==> src/rtl/timer_irq_dev.sv <==
// timer_irq_dev -- memory-mapped countdown timer and interrupt source.
// CTRL (EN/MODE/IM), PRESET and read-only COUNT registers, 4-state counting
// FSM with one-shot or auto-reload operation, registered irq output.
// Optional build macro: TIMER_PRESCALE_EN -- adds a 16-bit prescaler so COUNT
// decrements once every PRESCALE_DIV cycles instead of every cycle.
module timer_irq_dev #(
   parameter int unsigned PRESCALE_DIV = 4
) (
   input  logic        clk,
   input  logic        reset,
   input  logic [1:0]  addr,
   input  logic        we,
   input  logic [31:0] din,
   output logic [31:0] dout,
   output logic        irq
);

   typedef enum logic [1:0] {
      S_IDLE = 2'd0,
      S_LOAD = 2'd1,
      S_CNT  = 2'd2,
      S_INT  = 2'd3
   } state_t;

   localparam logic [1:0] A_CTRL   = 2'd0;
   localparam logic [1:0] A_PRESET = 2'd1;
   localparam logic [1:0] A_COUNT  = 2'd2;

   // Divider must fit the 16-bit prescale counter and be non-zero.
   if (PRESCALE_DIV < 1 || PRESCALE_DIV > 65535) begin : g_div_chk
      $error("timer_irq_dev: PRESCALE_DIV out of range 1..65535");
   end

   state_t      r_state;
   logic [3:0]  r_ctrl;
   logic [31:0] r_preset;
   logic [31:0] r_count;
   logic        r_flag;
   logic        r_irq;

   logic        w_ctrl_wr;
   logic        w_preset_wr;
   logic        w_auto;
   logic        w_tick;
   logic        w_expire;
   logic [3:0]  w_ctrl_nxt;
   logic        w_flag_nxt;

   assign w_ctrl_wr   = we && (addr == A_CTRL);
   assign w_preset_wr = we && (addr == A_PRESET);
   // Only MODE=01 reloads; 10 and 11 fall back to one-shot.
   assign w_auto      = (r_ctrl[2:1] == 2'b01);

`ifdef TIMER_PRESCALE_EN
   localparam logic [15:0] PS_TOP = 16'(PRESCALE_DIV - 1);
   logic [15:0] r_pre;
   assign w_tick = (r_pre == PS_TOP);
`else
   assign w_tick = 1'b1;
`endif

   // COUNT<=1 covers PRESET=0, which therefore expires like PRESET=1.
   assign w_expire = (r_state == S_CNT) && r_ctrl[0] && w_tick &&
                     (r_count <= 32'd1);

   // Next CTRL / irq_flag: FSM effects first, bus CTRL write overrides last.
   always_comb begin
      w_ctrl_nxt = r_ctrl;
      w_flag_nxt = r_flag;
      if (r_state == S_INT) begin
         if (w_auto) w_flag_nxt = 1'b0;
         else        w_ctrl_nxt[0] = 1'b0;
      end
      if (w_expire) w_flag_nxt = 1'b1;
      if (w_ctrl_wr) begin
         w_ctrl_nxt = din[3:0];
         w_flag_nxt = 1'b0;
      end
   end

   // Counting FSM plus register file; irq registered from next flag and IM.
   always_ff @(posedge clk or negedge reset) begin
      if (!reset) begin
         r_state  <= S_IDLE;
         r_ctrl   <= '0;
         r_preset <= '0;
         r_count  <= '0;
         r_flag   <= 1'b0;
         r_irq    <= 1'b0;
`ifdef TIMER_PRESCALE_EN
         r_pre    <= '0;
`endif
      end else begin
         r_ctrl <= w_ctrl_nxt;
         r_flag <= w_flag_nxt;
         r_irq  <= w_flag_nxt & w_ctrl_nxt[3];
         if (w_preset_wr) r_preset <= din;
         case (r_state)
            S_IDLE: begin
               if (r_ctrl[0]) r_state <= S_LOAD;
            end
            S_LOAD: begin
               r_count <= r_preset;
`ifdef TIMER_PRESCALE_EN
               r_pre   <= '0;
`endif
               r_state <= S_CNT;
            end
            S_CNT: begin
               // Disable is honoured every cycle, independent of the prescaler.
               if (!r_ctrl[0]) begin
                  r_state <= S_IDLE;
               end else begin
`ifdef TIMER_PRESCALE_EN
                  if (w_tick) r_pre <= '0;
                  else        r_pre <= r_pre + 16'd1;
`endif
                  if (w_tick) begin
                     if (r_count > 32'd1) begin
                        r_count <= r_count - 32'd1;
                     end else begin
                        r_count <= '0;
                        r_state <= S_INT;
                     end
                  end
               end
            end
            S_INT: begin
               if (w_auto) r_state <= S_LOAD;
               else        r_state <= S_IDLE;
            end
            default: r_state <= S_IDLE;
         endcase
      end
   end

   // Read mux; reserved offset and CTRL upper bits read as zero.
   always_comb begin
      dout = '0;
      case (addr)
         A_CTRL:   dout = {28'd0, r_ctrl};
         A_PRESET: dout = r_preset;
         A_COUNT:  dout = r_count;
         default:  dout = '0;
      endcase
   end

   assign irq = r_irq;

endmodule
==> config.mk <==
export PLATFORM = sky130hd
export DESIGN_NAME = timer_irq_dev
export DESIGN_NICKNAME = d
export VERILOG_FILES = /design/src/rtl/timer_irq_dev.sv
export SDC_FILE = /design/constraint.sdc
export NUM_CORES = 1
export LEC_CHECK = 0
export BUFFER_PORTS_ARGS = -buffer_cell sky130_fd_sc_hd__buf_2
export CAP_MARGIN = 15
export CORE_AREA = 2 2 122 124
export DETAILED_ROUTE_END_ITERATION = 6
export DIE_AREA = 0 0 124 126
export GPL_TIMING_DRIVEN = 0
export PLACE_DENSITY_LB_ADDON = 0.2
export SETUP_SLACK_MARGIN = 0.2
export SYNTH_ARGS = -nofsm -noshare
export SYNTH_HDL_FRONTEND = slang
export SYNTH_SLANG_ARGS = --single-unit
==> constraint.sdc <==
create_clock -name clk -period 5.4 [get_ports clk]
set_clock_uncertainty 0.2 [all_clocks]
set_input_delay 0 -clock clk [delete_from_list [all_inputs] [get_ports clk]]
set_output_delay 0 -clock clk [all_outputs]
set_load 0.01 [all_outputs]
After elaboration in Yosys (flattened, before gate mapping). Cells that the tools add are included.

Bitwise operators: 1. Eq/ne operators: 10. Reduce and logical (&&, ||, !) cells: 11. Muxes and demuxes: 16. Add/subtract/negate cells: 1. $lt $le $gt $ge: 2.

Operator list (number): 32-bit one-hot mux with 3 select lines (1); 32-bit two-way mux (2); 32-bit one-hot mux with 2 select lines (1); 32-bit by 1-bit > comparator with 1-bit output, second input constant (1); 32-bit by 1-bit less-or-equal comparator with 1-bit output, second input constant (1); 32-bit by 1-bit subtractor with 32-bit output, second input constant (1); 2-bit one-hot mux with 4 select lines (1); 1-bit two-way mux (7); 2-bit by 1-bit == test with 1-bit output, second input constant (3); 2-bit == test, second input constant (3); 2-bit two-way mux (3); 2-bit != test, second input constant (3); 2-bit AND reduction (3); 1-bit logical AND (4); 2-bit zero test (2); 4-bit two-way mux (1); 2-bit nonzero test (2); 3-bit != test, second input constant (1); 1-bit bitwise AND (1).

Input port bits: 37. Register bits after elaboration: 72.

Logic depth before layout (Yosys ltp). Gate-level depths: netlist of run 1.

Depth in word-level cells: 6. Gate-level depth with buffers: 9. Depth with buffers taken out: 7.

Worst setup path before layout of run 1. OpenSTA, ideal clock, no wires.

Path kind: register -> register. From: register r_count[0]. To: register r_count[16]. Arrival time: 2074 ps. Setup slack: 3057 ps. Data required time: 5131 ps. Stages on the path, launching flop included: 8. Path through: dfrtp_1 inv_1 ha_1 nor3b_1 nand2_1 or4_1 or4b_1 nand3_1.

Word-level cells in the longest chain between the ends: 4. Elaborated cells on any way between the ends: 5.

RTL lines: start: declaration (RTL line 37) `logic [31:0] r_count;`; start signal: assignment (RTL line 103) `r_count <= r_preset;`; start signal: assignment (RTL line 120) `r_count <= r_count - 32'd1;`; 32-bit by 1-bit subtractor with 32-bit output / 32-bit by 1-bit > comparator with 1-bit output (equally long branches) (RTL line 120, 119); 32-bit two-way mux * (RTL line 119) `if (r_count > 32'd1) begin`; 32-bit two-way mux * (RTL line 111) `if (!r_ctrl[0]) begin`; 32-bit one-hot mux with 2 select lines * (RTL line 98) `case (r_state)`.

Mark *: on every way between the ends. The rest lies on a longest branch, timed or not. The select of a mux whose other input is x is not followed. A chain may end at the register's enable or synchronous reset.

Worst setup path after layout of run 1.
From: register r_count[8]. To: register r_count[30].

Same word-level chain as after synthesis.

==> results.sh, run 1 <==
export IMPL_die_area_sq_um=15600
export IMPL_pre_cts_slack_ps=2470
export IMPL_avgViaCountPerCell=5.61
export IMPL_power_density_nw_per_um2=469
export IMPL_critPathRequiredTime_ps=5400
export IMPL_insertedDiodeCount=0
export IMPL_report_final_hold_viol_count=0
export IMPL_setup_violations_final=0
export IMPL_synth_nets=468
export IMPL_synth_xor_xnor_area_share=0
export IMPL_cell_variety_after_synth=54
export IMPL_drive_gt1_frac=0.256
export IMPL_synthesis_area_sq_um=4220
export IMPL_vdd_ir_drop_worst_mv=0.150
export IMPL_track_usage=0.206
export IMPL_area_fraction_in_compound_gates_after_synthesis=0.181
export IMPL_synth_area_mux_share=0.103
export IMPL_p_sw_mw=1.10
export IMPL_dpl_cell_count=682
export IMPL_grt_setup_unrepaired="false"
export IMPL_timing_critical_path_to_type="flop"
export IMPL_max_cap_violations=0
export IMPL_layout_common_cells="sky130_fd_sc_hd__buf_2, sky130_fd_sc_hd__dfrtp_1, sky130_fd_sc_hd__dlygate4sd3_1, sky130_fd_sc_hd__mux2_2, sky130_fd_sc_hd__nand2_1"
export IMPL_wl_per_cell_um=21.1
export IMPL_leakage_nw=2.31
export IMPL_firstDrtPassIters=5
export IMPL_drtAntennaViolNets=0
export IMPL_core_area_sq_um=14300
export IMPL_async_reset_ff_frac=1.00
export IMPL_synth_edf_count=0
export IMPL_power_clock_fraction=0.217
export IMPL_slew_headroom=0.332
export IMPL_synth_top_family_by_area="simple AND/OR/NAND/NOR gates"
export IMPL_maximum_number_of_pins_on_one_net_before_global_route_repair=43
export IMPL_globalRoute_totalOverflow=0
export IMPL_initial_core_util=0.295
export IMPL_stdcell_count=738
export IMPL_die_height_um=126
export IMPL_clock_tree_from_tritoncts="yes"
export IMPL_final_period_utilization=0.559
export IMPL_layout_min_cycle_time_ps=3020
export IMPL_port_buffer_count=68
export IMPL_post_dp_hpwl_um=10800
export IMPL_combPwrFrac=0.416
export IMPL_post_cts_resized=0
export IMPL_clock_root_buffer="sky130_fd_sc_hd__clkbuf_16"
export IMPL_gp_congestion=0.905
export IMPL_power_frac_seq=0.367
export IMPL_clk_insertion_delay_late_ps=340
export IMPL_ctsLongestPathBuffers=2
export IMPL_synth_cells=429
export IMPL_final_util=0.385
export IMPL_status="completed"
export IMPL_drt_initial_drc_count=318
export IMPL_worst_slew_pin_transition_ps=993
export IMPL_p_int_mw=1.49
export IMPL_worst_setup_path_type="reg2reg"
export IMPL_leading_cell_type_in_the_layout_fill_and_taps_excluded="sky130_fd_sc_hd__buf_2"
export IMPL_total_power_mw=2.59
export IMPL_synthSimpleGateAreaFrac=0.240
export IMPL_cts_buffers=9
export IMPL_totalNegativeSetupSlack_ps=0
export IMPL_worst_path_max_fanout=10
export IMPL_fin_nets=589
export IMPL_first_global_vias=4078
export IMPL_std_cell_rows=44
export IMPL_yosys_area_share_adder=0.00593
export IMPL_postSynth_topFlopCell="sky130_fd_sc_hd__dfrtp_1"
export IMPL_synth_sequential_area_ratio=0.427
export IMPL_wirelength_um=15500
export IMPL_chipWidth_um=124
export IMPL_vias=4141
export IMPL_hold_class="in2reg"
export IMPL_antenna_violations_before_repair=0
export IMPL_cp_data_arrival_time_ps=3020
export IMPL_ctsHtreeMaxLevel=3
export IMPL_n_fill_cell=1483
export IMPL_drcViolationCount=0
export IMPL_ys_warnings_count=0
export IMPL_number_of_top_level_pins=70
export IMPL_postLayoutSetupSlackWorst_ps=2380
export IMPL_syn_area_per_cell_sq_um=9.84
export IMPL_area_growth_synth_to_final_pct=30.7
export IMPL_slew_viol_final=0
export IMPL_clock_sinks=72
export IMPL_worst_setup_hold_path_clk_slew_ps=60
export IMPL_synth_ff_latch_count=72
export IMPL_sw_frac_of_total=0.424
export IMPL_critical_path_startpoint_type="flop"
export IMPL_fmax_mhz=331
export IMPL_grt_first_pass_wirelength_um=23800
-- state kept, by name, summed over array words and instances (netlist names) --
name and flops:
irq 1, r_count 32, r_ctrl 4, r_preset 32, r_state 2, r_flag 1
-- through the flow --
stage / cell area (sq um) / hold WS (ps)
after floorplan: 4220 / -496
after global placement: 4790 / 32.0
after detailed placement: 4820 / -227
after CTS: 5520 / 23.0
after global routing: 5520 / 76.5
final: 5520 / 30.3
-- layout make-up --
type	count	area, sq um	share of cell area
multi-input combinational	314	2230	0.405
sequential	72	1800	0.327
timing repair buffer	110	791	0.143
clock buffer	12	256	0.0465
tap	184	230	0.0417
buffer	37	163	0.0295
inverter	6	22.5	0.00408
clock inverter	3	17.5	0.00318
-- cells by family (layout without fill, tap and decap cells) --
logic type                 count (synthesis)  in the layout
AOI/OAI and AO/OA                        103            103
and+or+nand+nor                          170            170
buffers and inverters                     43            168
adders and majority gates                  2              2
DFF                                       72             72
muxes                                     39             39
-- critical path, stage by stage (launching register included) --
cell and delay [ps]:
sky130_fd_sc_hd__dfrtp_1 350, sky130_fd_sc_hd__buf_2 170, sky130_fd_sc_hd__or4_4 590, sky130_fd_sc_hd__nor3_4 410
sky130_fd_sc_hd__nand4_2 280, sky130_fd_sc_hd__buf_2 290, sky130_fd_sc_hd__nand2_1 390, sky130_fd_sc_hd__o21ai_0 170
-- worst paths after layout --
check	cells past startpoint	to	slack (ps)	from
worst max-delay path	7	r_count[30]	2380	r_count[8]
worst min-delay path	3	irq	30	we
worst max register to register	7	r_count[30]	2380	r_count[8]
worst min register to register	2	r_count[21]	320	r_preset[21]
max in group asynchronous	4	r_preset[5]	4230	reset
min in group asynchronous	4	r_preset[3]	530	reset
-- cell usage after synthesis (5+ instances only) --
cell type	n	area, sq um
sky130_fd_sc_hd__or3_1	6	37.5
sky130_fd_sc_hd__o211ai_1	11	82.6
sky130_fd_sc_hd__or4_1	6	45.0
sky130_fd_sc_hd__o21ai_0	13	65.1
sky130_fd_sc_hd__a21oi_1	14	70.1
sky130_fd_sc_hd__a22oi_1	14	105
sky130_fd_sc_hd__nor2_1	18	67.6
sky130_fd_sc_hd__buf_1	9	33.8
sky130_fd_sc_hd__mux2_2	35	394
sky130_fd_sc_hd__nor3_1	11	55.1
sky130_fd_sc_hd__dfrtp_1	72	1800
sky130_fd_sc_hd__nor4_1	5	31.3
sky130_fd_sc_hd__inv_1	6	22.5
sky130_fd_sc_hd__nand2_1	33	124
sky130_fd_sc_hd__buf_2	7	35.0
sky130_fd_sc_hd__clkbuf_1	19	71.3
sky130_fd_sc_hd__nand3_1	28	140
sky130_fd_sc_hd__nand4_1	23	144
sky130_fd_sc_hd__and3_1	8	50.1
sky130_fd_sc_hd__nor2b_1	6	37.5
sky130_fd_sc_hd__a22o_1	29	254
-- metal layers --
layer	global-route usage	part of all wire
met1	0.290	0.46
met2	0.309	0.45
met3	0.0317	0.057
met4	0.0958	0.026
met5	0	0
-- power groups by stage --
stage          clock (mW)  combinational, mW  sequential, mW
5_1_grt             0.602               1.17           0.976
3_3_place_gp            0               1.03           0.943
3_5_place_dp            0               1.03           0.949
2_1_floorplan           0              0.724           0.883
4_1_cts             0.580               1.07           0.940
6_report            0.562               1.08           0.949
-- timing repair --
action	CTS	global route
hold buffers	41	0
endpoints found under the hold margin	110	0
buffers inserted	0	0
Note: power is estimated with default switching activity, not from simulation.
==> run 2, diff against run 1 <==
--- a/config.mk
+++ b/config.mk
@@ -5,11 +5,12 @@
 export SDC_FILE = /design/constraint.sdc
 export NUM_CORES = 1
 export LEC_CHECK = 0
+export ABC_AREA = 1
 export BUFFER_PORTS_ARGS = -buffer_cell sky130_fd_sc_hd__buf_2
 export CAP_MARGIN = 15
-export CORE_AREA = 2 2 122 124
+export CORE_AREA = 2 2 124 126
 export DETAILED_ROUTE_END_ITERATION = 6
-export DIE_AREA = 0 0 124 126
+export DIE_AREA = 0 0 126 128
 export GPL_TIMING_DRIVEN = 0
 export PLACE_DENSITY_LB_ADDON = 0.2
 export SETUP_SLACK_MARGIN = 0.2
==> constraint.sdc (replaced) <==
create_clock -name clk -period 2.44 [get_ports clk]
set_clock_uncertainty 0.2 [all_clocks]
set_input_delay 0 -clock clk [delete_from_list [all_inputs] [get_ports clk]]
set_output_delay 0 -clock clk [all_outputs]
set_load 0.01 [all_outputs]
==> run 2 against run 1 <==
Compared with the run above:
- hold slack better by 160 ps
- die area grew 3.2%
- synthesized area rose by 3.2%
- core utilization decreased by 0.33 points
- combinational power up 110%
- synthesized cell count grew 39%
- sequential power grew 110%
- sequential share of layout area down 0.94 points
- final area is 2.9% higher
- via count rose by 3.9%
- non-clock buffer count shrank 16
- global-route usage down 2.8 points
==> results.sh, run 2 <==
export IMPL_area_growth_synth_to_final_pct=30.4
export IMPL_sw_frac_of_total=0.422
export IMPL_pre_cts_slack_ps=384
export IMPL_p_int_mw=3.27
export IMPL_clock_tree_from_tritoncts="yes"
export IMPL_vias=4303
export IMPL_leading_cell_type_in_the_layout_fill_and_taps_excluded="sky130_fd_sc_hd__nand2_1"
export IMPL_slew_viol_final=0
export IMPL_power_density_nw_per_um2=996
export IMPL_post_synth_top_count_cell="sky130_fd_sc_hd__nand2_1"
export IMPL_dr_max_layer_used="met4"
export IMPL_gp_congestion=0.913
export IMPL_chipWidth_um=126
export IMPL_critPathRequiredTime_ps=2460
export IMPL_grt_setup_unrepaired="false"
export IMPL_std_cell_rows=45
export IMPL_layout_common_cells="sky130_fd_sc_hd__nand2_1, sky130_fd_sc_hd__nor2_1, sky130_fd_sc_hd__buf_2, sky130_fd_sc_hd__dfrtp_1, sky130_fd_sc_hd__inv_1"
export IMPL_dr_wl_met3_um=578
export IMPL_status="completed"
export IMPL_worst_slew_pin_transition_ps=665
export IMPL_post_cts_setup_buffers=0
export IMPL_cell_variety_after_synth=30
export IMPL_post_dp_hpwl_um=10100
export IMPL_totalNegativeSetupSlack_ps=0
export IMPL_post_synth_top_area_fraction=0.414
export IMPL_grt_first_pass_wirelength_um=22400
export IMPL_power_frac_seq=0.359
export IMPL_slew_headroom=0.557
export IMPL_synth_ff_latch_count=72
export IMPL_timing_critical_path_to_type="flop"
export IMPL_worst_setup_path_type="in2reg"
export IMPL_async_reset_ff_frac=1.00
export IMPL_synth_sequential_area_ratio=0.414
export IMPL_synth_edf_count=0
export IMPL_holdBufCountCts=41
export IMPL_fin_nets=756
export IMPL_drcViolationCount=0
export IMPL_post_cts_resized=0
export IMPL_die_height_um=128
export IMPL_number_of_top_level_pins=70
export IMPL_worst_setup_hold_path_clk_slew_ps=50
export IMPL_vdd_ir_drop_worst_mv=0.350
export IMPL_reg_top3="r_count x32, r_preset x32, r_ctrl x4"
export IMPL_clock_sinks=72
export IMPL_antenna_violations_before_repair=0
export IMPL_wl_per_cell_um=15.0
export IMPL_cts_buffers=9
export IMPL_hold_class="in2out"
export IMPL_port_buffer_count=69
export IMPL_clock_root_buffer="sky130_fd_sc_hd__clkbuf_16"
export IMPL_initial_core_util=0.293
export IMPL_syn_area_per_cell_sq_um=7.32
export IMPL_layout_min_cycle_time_ps=2100
export IMPL_synth_top_cells_by_area="sky130_fd_sc_hd__dfrtp_1, sky130_fd_sc_hd__nand2_1, sky130_fd_sc_hd__nor2_1, sky130_fd_sc_hd__inv_1, sky130_fd_sc_hd__o21ai_0"
export IMPL_wirelength_um=13700
export IMPL_power_clock_fraction=0.240
export IMPL_synth_nets=634
export IMPL_first_global_vias=4322
export IMPL_clk_insertion_delay_late_ps=340
export IMPL_max_cap_violations=0
export IMPL_drt_initial_drc_count=198
export IMPL_setup_violations_final=0
export IMPL_die_area_sq_um=16100
export IMPL_fmax_mhz=476
export IMPL_worst_path_max_fanout=5
export IMPL_report_final_hold_viol_count=0
export IMPL_critical_path_startpoint_type="input port"
export IMPL_ctsHtreeMaxLevel=3
export IMPL_track_usage=0.178
export IMPL_ys_warnings_count=0
export IMPL_avgViaCountPerCell=4.73
export IMPL_m1WireLength_um=6280
export IMPL_yosys_top_cells_count="sky130_fd_sc_hd__nand2_1, sky130_fd_sc_hd__nor2_1, sky130_fd_sc_hd__dfrtp_1"
export IMPL_p_sw_mw=2.39
export IMPL_firstDrtPassIters=5
export IMPL_postSynth_topFlopCell="sky130_fd_sc_hd__dfrtp_1"
export IMPL_finish_instance_area_sq_um=5680
export IMPL_core_area_sq_um=14900
export IMPL_met2_wire_length_um=6650
export IMPL_cp_data_arrival_time_ps=2120
export IMPL_placedInstanceArea_sq_um=4960
export IMPL_combPwrFrac=0.401
export IMPL_synthesis_area_sq_um=4360
export IMPL_leakage_nw=2.70
export IMPL_drive_gt1_frac=0.198
export IMPL_ctsLongestPathBuffers=2
export IMPL_maximum_number_of_pins_on_one_net_before_global_route_repair=40
export IMPL_final_period_utilization=0.862
export IMPL_insertedDiodeCount=0
export IMPL_postLayoutSetupSlackWorst_ps=337
export IMPL_cell_type_contributing_the_most_total_cell_area_after_synthesis="sky130_fd_sc_hd__dfrtp_1"
export IMPL_synth_cells=595
export IMPL_globalRoute_totalOverflow=0
export IMPL_drtAntennaViolNets=0
==> run 2: changes by cell type after synthesis, moves of 12 or more <==
cell | before | now
sky130_fd_sc_hd__o21ai_0 | 13 | 45
sky130_fd_sc_hd__mux2_2 | 35 | 17
sky130_fd_sc_hd__nand4_1 | 23 | 3
sky130_fd_sc_hd__nand2_1 | 33 | 182
sky130_fd_sc_hd__a22oi_1 | 14 | 0
sky130_fd_sc_hd__nand3_1 | 28 | 16
sky130_fd_sc_hd__a22o_1 | 29 | 0
sky130_fd_sc_hd__xor2_1 | 0 | 20
sky130_fd_sc_hd__nor2_1 | 18 | 85
sky130_fd_sc_hd__inv_1 | 6 | 60
==> run 2: layout make-up <==
type / instances / area [sq um]
Clock buffer: 13 / 260
Buffer: 20 / 101
Tap cell: 188 / 235
Sequential cell: 72 / 1800
Fill cell: 1644 / 9190
Timing Repair Buffer: 111 / 788
Clock inverter: 3 / 40.0
Inverter: 63 / 236
Multi-Input combinational cell: 440 / 2220
==> run 2: layer usage <==
| metal | up-vias | track usage |
|---|---|---|
| li1 | 2132 | - |
| met1 | 2069 | 0.232 |
| met2 | 90 | 0.299 |
| met5 | - | 0 |
| met4 | 0 | 0.0562 |
| met3 | 12 | 0.0346 |
==> run 2: worst max-delay path: stages <==
cell                            delay (ps)
sky130_fd_sc_hd__dlygate4sd3_1         530
sky130_fd_sc_hd__buf_2                 140
sky130_fd_sc_hd__nand2_1               150
sky130_fd_sc_hd__dlygate4sd3_1         640
sky130_fd_sc_hd__o21ai_0               100
sky130_fd_sc_hd__dlygate4sd3_1         570
==> run 2: path summary, 6_finish.rpt <==
kind / start / to / slack (ps) / cells past startpoint
min: addr[1] / dout[6] / 190 / 4
max in group asynchronous: reset / r_preset[0] / 1300 / 4
max reg2reg: r_count[0] / r_count[8] / 350 / 10
max: we / r_ctrl[2] / 340 / 6
min reg2reg: r_ctrl[3] / r_ctrl[3] / 310 / 2
min in group asynchronous: reset / r_preset[29] / 520 / 4
==> run 2: per-stage QoR <==
stage	std cells	util	hold slack [ps]	total power, mW
3_3_place_gp	852	0.332	26.4	4.19
5_1_grt	910	0.382	220	6.11
3_5_place_dp	853	0.334	-202	4.24
2_1_floorplan	595	-	-496	3.51
4_1_cts	910	0.382	193	5.71
6_report	910	0.382	186	5.66
==> run 2: kinds of logic (layout without fill, tap and decap cells) <==
family | after synthesis | after routing | synth area share
AOI/OAI and AO/OA | 90 | 90 | 0.116
xor gates and xnor gates | 20 | 20 | 0.0402
adders and majority gates | 2 | 2 | 0.00574
buffers and inverters | 83 | 210 | 0.0776
DFF | 72 | 72 | 0.414
muxes | 18 | 18 | 0.0465
and+or+nand+nor | 310 | 310 | 0.300
==> run 2: power by group through the flow <==
stage / clock network, mW / logic, mW / registers [mW]
after floorplan: 0 / 1.61 / 1.91
after global placement: 0 / 2.16 / 2.03
after detailed placement: 0 / 2.20 / 2.04
after CTS: 1.40 / 2.29 / 2.03
after global routing: 1.44 / 2.58 / 2.09
final: 1.36 / 2.27 / 2.03
